$ cat src/rtl/mem_stage_lsu.sv
// Memory-stage load/store unit: one outstanding data-memory access, stalling the
// front of the pipe until the ack, then formatting load data into the WB registers.
module mem_stage_lsu (
  input  logic               clk,
  input  logic               rst,
  input  logic               regwriteM,
  input  logic               memwriteM,
  input  logic signed [2:0]  resultsrcM,
  input  logic signed [2:0]  loadsrcM,
  input  logic        [4:0]  rdM,
  input  logic        [31:0] aluresultM,
  input  logic        [31:0] writeDataM,
  input  logic        [31:0] auipcM,
  input  logic        [31:0] immextM,
  input  logic        [31:0] pcplus4M,
  output logic               dmem_req,
  output logic               dmem_we,
  output logic        [31:0] dmem_addr,
  output logic        [31:0] dmem_wdata,
  output logic        [3:0]  dmem_be,
  input  logic               dmem_ack,
  input  logic        [31:0] dmem_rdata,
  output logic               stallM,
  output logic               regwriteW,
  output logic        [4:0]  rdW,
  output logic        [31:0] resultW,
  output logic               misalignW
);

  typedef enum logic {IDLE, BUSY} state_t;
  state_t state;

  logic        is_load, is_store, access, is_half, is_byte, misaligned;
  logic [31:0] st_wdata, alu_mux, idle_result, lane, ld_data;
  logic [3:0]  st_be;

  logic        is_load_q, regwrite_q;
  logic [4:0]  rd_q;
  logic [2:0]  loadsrc_q;
  logic [1:0]  off_q;

  always_comb begin
    is_load  = (resultsrcM == 3'd1) && !memwriteM;
    is_store = memwriteM;
    access   = is_load || is_store;
    is_half  = 1'b0;
    is_byte  = 1'b0;
    if (is_store) begin
      is_half = (loadsrcM == 3'd1);
      is_byte = (loadsrcM == 3'd2);
    end else begin
      is_half = (loadsrcM == 3'd1) || (loadsrcM == 3'd3);
      is_byte = (loadsrcM == 3'd2) || (loadsrcM == 3'd4);
    end
    misaligned = 1'b0;
    if (access) begin
      if (is_byte)      misaligned = 1'b0;
      else if (is_half) misaligned = aluresultM[0];
      else              misaligned = (aluresultM[1:0] != 2'b00);
    end
  end

  // Store lanes: replicate narrow data across the word, enable only the addressed bytes.
  always_comb begin
    st_wdata = writeDataM;
    st_be    = 4'b1111;
    if (is_byte) begin
      st_wdata = {4{writeDataM[7:0]}};
      st_be    = 4'b0001 << aluresultM[1:0];
    end else if (is_half) begin
      st_wdata = {2{writeDataM[15:0]}};
      st_be    = aluresultM[1] ? 4'b1100 : 4'b0011;
    end
  end

  always_comb begin
    case (resultsrcM)
      3'd2:    alu_mux = pcplus4M;
      3'd3:    alu_mux = immextM;
      3'd4:    alu_mux = auipcM;
      default: alu_mux = aluresultM;
    endcase
    // A misaligned load never reaches memory, so there is no data to return.
    idle_result = is_load ? 32'h0 : alu_mux;
  end

  always_comb begin
    lane = dmem_rdata >> {off_q, 3'b000};
    case (loadsrc_q)
      3'd1:    ld_data = {{16{lane[15]}}, lane[15:0]};
      3'd2:    ld_data = {{24{lane[7]}}, lane[7:0]};
      3'd3:    ld_data = {16'h0, lane[15:0]};
      3'd4:    ld_data = {24'h0, lane[7:0]};
      default: ld_data = lane;
    endcase
  end

  always_comb begin
    if (rst)               stallM = 1'b0;
    else if (state == IDLE) stallM = access && !misaligned;
    else                   stallM = !dmem_ack;
  end

  always_ff @(posedge clk or posedge rst) begin
    if (rst) begin
      state      <= IDLE;
      dmem_req   <= 1'b0;
      dmem_we    <= 1'b0;
      dmem_addr  <= 32'h0;
      dmem_wdata <= 32'h0;
      dmem_be    <= 4'h0;
      regwriteW  <= 1'b0;
      rdW        <= 5'd0;
      resultW    <= 32'h0;
      misalignW  <= 1'b0;
      is_load_q  <= 1'b0;
      regwrite_q <= 1'b0;
      rd_q       <= 5'd0;
      loadsrc_q  <= 3'd0;
      off_q      <= 2'd0;
    end else begin
      case (state)
        IDLE: begin
          if (access && !misaligned) begin
            state      <= BUSY;
            dmem_req   <= 1'b1;
            dmem_we    <= is_store;
            dmem_addr  <= {aluresultM[31:2], 2'b00};
            dmem_wdata <= is_store ? st_wdata : 32'h0;
            dmem_be    <= is_store ? st_be : 4'b1111;
            is_load_q  <= is_load;
            regwrite_q <= regwriteM && is_load;
            rd_q       <= rdM;
            loadsrc_q  <= loadsrcM;
            off_q      <= aluresultM[1:0];
            regwriteW  <= 1'b0;
            rdW        <= 5'd0;
            resultW    <= 32'h0;
            misalignW  <= 1'b0;
          end else begin
            regwriteW  <= regwriteM && !misaligned && !is_store;
            rdW        <= rdM;
            resultW    <= idle_result;
            misalignW  <= misaligned;
          end
        end
        BUSY: begin
          if (dmem_ack) begin
            state     <= IDLE;
            dmem_req  <= 1'b0;
            dmem_we   <= 1'b0;
            regwriteW <= regwrite_q;
            rdW       <= rd_q;
            resultW   <= is_load_q ? ld_data : alu_mux;
            misalignW <= 1'b0;
          end else begin
            regwriteW <= 1'b0;
            rdW       <= 5'd0;
            resultW   <= 32'h0;
            misalignW <= 1'b0;
          end
        end
        default: state <= IDLE;
      endcase
    end
  end

endmodule

$ cat config.mk
export PLATFORM = sky130hd
export DESIGN_NAME = mem_stage_lsu
export DESIGN_NICKNAME = d
export VERILOG_FILES = /design/src/rtl/mem_stage_lsu.sv
export SDC_FILE = /design/constraint.sdc
export NUM_CORES = 1
export LEC_CHECK = 0
export ABC_AREA = 0
export CORE_MARGIN = 2
export CORE_UTILIZATION = 46
export CTS_BUF_LIST = sky130_fd_sc_hd__clkbuf_16
export DETAILED_ROUTE_END_ITERATION = 7
export GPL_TIMING_DRIVEN = 1
export MAX_ROUTING_LAYER = met4
export PLACE_DENSITY_LB_ADDON = 0.08
export SYNTH_ARGS = -nofsm -noshare
export SYNTH_HDL_FRONTEND = slang
export SYNTH_SLANG_ARGS = --single-unit
export TNS_END_PERCENT = 1
$ cat constraint.sdc
create_clock -name clk -period 7.1 [get_ports clk]
set_clock_uncertainty 0.2 [all_clocks]
set_input_delay 1.42 -clock clk [delete_from_list [all_inputs] [get_ports clk]]
set_output_delay 1.42 -clock clk [all_outputs]
set_load 0.03 [all_outputs]
==> impl_metrics.env, run 1 <==
export IMPL_dpl_hpwl_um=17600
export IMPL_portBuffers=315
export IMPL_path_cells="clkdlybuf4s50_1 -> buf_4 -> or4b_1 -> and2_1 -> o21a_4 -> o21a_1 -> nor3_1 -> clkdlybuf4s50_1"
export IMPL_postPlaceCellArea_sq_um=10000
export IMPL_drv_slew=0
export IMPL_synth_area_sq_um=6940
export IMPL_fin_nets=1210
export IMPL_grt_pass1_vias=6419
export IMPL_status="finished clean"
export IMPL_dr_pass1_iters=5
export IMPL_grt_max_degree=64
export IMPL_ant_nets=0
export IMPL_async_flop_share=1.00
export IMPL_viasPerCell=5.64
export IMPL_slew_headroom=0.229
export IMPL_yosys_warnings=0
export IMPL_diodes=0
export IMPL_arrival_ns=4.53
export IMPL_cp_data_required_time_ns=5.48
export IMPL_cts_tree="built"
export IMPL_via_count=6766
export IMPL_crit_path_frequent_cell="clkdlybuf4s50_1"
export IMPL_multi_input_area_sq_um=3600
export IMPL_antenna_found_initial=0
export IMPL_ys_top_cells_by_count="dfrtp_1, o21ai_0, nor2_1, mux2_2, mux2i_1"
export IMPL_worst_pin_slew_ns=1.16
export IMPL_peakVddDrop_v=0.000251
export IMPL_fmax_ghz=0.163
export IMPL_wl_um=24100
export IMPL_post_cts_setup_buffers=0
export IMPL_synth_largest_area_cell="dfrtp_1"
export IMPL_fin_util=0.729
export IMPL_regArea_sq_um=3000
export IMPL_reg2reg_depth=5
export IMPL_avgSynthCellArea_sq_um=9.64
export IMPL_wl_per_cell_um=20.1
export IMPL_ys_seq_area_frac=0.433
export IMPL_clkSinkCount=120
export IMPL_ys_seq_elements=120
export IMPL_synth_edff_count=0
export IMPL_drv_cap=0
export IMPL_critPathCaptureType="primary output"
export IMPL_drc=0
export IMPL_die_w_um=127
export IMPL_worst_path_largest_cell_delay_ns=0.69
export IMPL_root_buffer="clkbuf_16"
export IMPL_drive_above_1_share=0.110
export IMPL_clock_latency_ns=0.42
export IMPL_synthCells=720
export IMPL_cts_buffers=17
export IMPL_crit_type="input pin to primary output"
export IMPL_critPathLaunchType="input pin"
export IMPL_fin_crit_sh=0.866
export IMPL_grt_overflow_total=0
export IMPL_hold_viol=0
export IMPL_design_area_sq_um=10700
export IMPL_dp_cells=1167
export IMPL_cts_hold_buf=0
export IMPL_die_area_sq_um=16100
export IMPL_post_cts_resized=0
export IMPL_fin_cells=1199
export IMPL_grt_usage=0.302
export IMPL_setup_tns_final_ns=0
export IMPL_synth_main_ff_cell="dfrtp_1"
export IMPL_hold_path_class="register to register"
export IMPL_grt_pass1_wl_um=36200
export IMPL_place_gp_congestion=0.897
export IMPL_pwr_density_cell_nw_per_um2=362
export IMPL_period_minus_slack_ns=6.15
export IMPL_htree_levels=4
export IMPL_holdPathStages=2
export IMPL_setup_violations=0
export IMPL_die_h_um=127
export IMPL_yosysTopAreaCellShare=0.433
export IMPL_crit_fanout=27
export IMPL_cp_slowest_cell="clkdlybuf4s50_1"
export IMPL_num_io_pins=318
export IMPL_start_util=0.474
export IMPL_rsz0062_at_grt="false"
export IMPL_clkSlewWorstSetupHoldPaths_ns=0.05
export IMPL_synth_cell_types=53
export IMPL_synth_most_common_cell="dfrtp_1"
export IMPL_clock_path_buffers=2
export IMPL_synth_area_leaders="dfrtp_1, mux2_2, mux2i_1"
export IMPL_syn_to_final_growth_pct=53.9
export IMPL_fp_row_count=44
export IMPL_coreArea_sq_um=14600
export IMPL_fin_hold_ws_ns=0.290
export IMPL_drt_iter0_markers=439
export IMPL_p_leak_nw=4.33
export IMPL_n_fill_cell=1176
through the flow:
stage	setup slack [ns]	total power, mW
floorplan	2.15	2.18
global placement	0.983	2.90
detailed placement	0.983	2.93
CTS	0.951	3.87
global route	0.819	4.03
finish	0.955	3.86
critical path: cells and delay by family:
family | cells | cell delay [ns]
buffers and inverters | 3 | 1.30
and+or+nand+nor | 3 | 1.11
AOI/OAI and AO/OA | 2 | 0.68
area by class of cell:
class,count,share of cell area
Multi-Input combinational cell,534,0.337
Sequential cell,120,0.281
Clock buffer,17,0.0398
Inverter,7,0.00269
Timing Repair Buffer,322,0.299
Clock inverter,15,0.0194
Tap cell,184,0.0216
cells in the final DEF (no fill, tap or decap), types with 8 or more instances in the layout:
master	count
nor2b_1	11
clkbuf_16	17
dfrtp_1	120
o2bb2ai_1	10
a22o_1	13
nand2_1	49
o32ai_1	8
nor2_1	80
a21oi_1	43
o31ai_1	8
mux2i_1	57
mux2_2	57
o22ai_1	23
nor3_1	16
clkdlybuf4s50_1	312
o21ai_0	83
a211oi_1	9
o21a_1	9
per-layer routing:
metal,global-route usage,part of all wire
met5,-,0
met4,0.106,0.029
met3,0.0780,0.085
met2,0.494,0.49
met1,0.364,0.40
sequential cells by signal, summed over array words and instances, names as in the netlist:
signal      flops
resultW        32
dmem_req        1
state           1
rdW             5
dmem_addr      30
is_load_q       1
misalignW       1
rd_q            5
dmem_wdata     32
regwrite_q      1
off_q           2
loadsrc_q       3
dmem_we         1
dmem_be         4
regwriteW       1
cell families (layout without fill, tap and decap cells):
kind of cell,Yosys count,count (layout),synth area share
buffers and inverters,67,361,0.0510
other,1,2,0.000540
AND/OR/NAND/NOR,181,181,0.120
XOR/XNOR,1,1,0.00126
flip-flops,120,120,0.433
AO/OA/AOI/OAI,232,232,0.213
multiplexers,118,118,0.181
path summary, 6_finish.rpt:
| path | from | end | slack [ns] |
|---|---|---|---|
| min | dmem_req | dmem_req | 0.29 |
| max reg2reg | off_q[1] | resultW[28] | 3.83 |
| max | memwriteM | stallM | 0.95 |
| max in group asynchronous | rst | dmem_wdata[24] | 4.10 |
| min in group asynchronous | rst | dmem_addr[8] | 1.34 |
| min reg2reg | dmem_req | dmem_req | 0.29 |
power by group:
group	internal [mW]	total, mW	switching [mW]
clock	0.617	0.933	0.316
combinational	0.811	1.82	1.01
sequential	0.938	1.11	0.171
No activity file was read; power rests on OpenSTA's default activity.
==> run 2, diff against run 1 <==
Settings changed: SKIP_CTS_REPAIR_TIMING from default to 1, TNS_END_PERCENT 1 to 20.
==> results of run 2 <==
Final layout, timing and power as in run 1 (identical DEF).
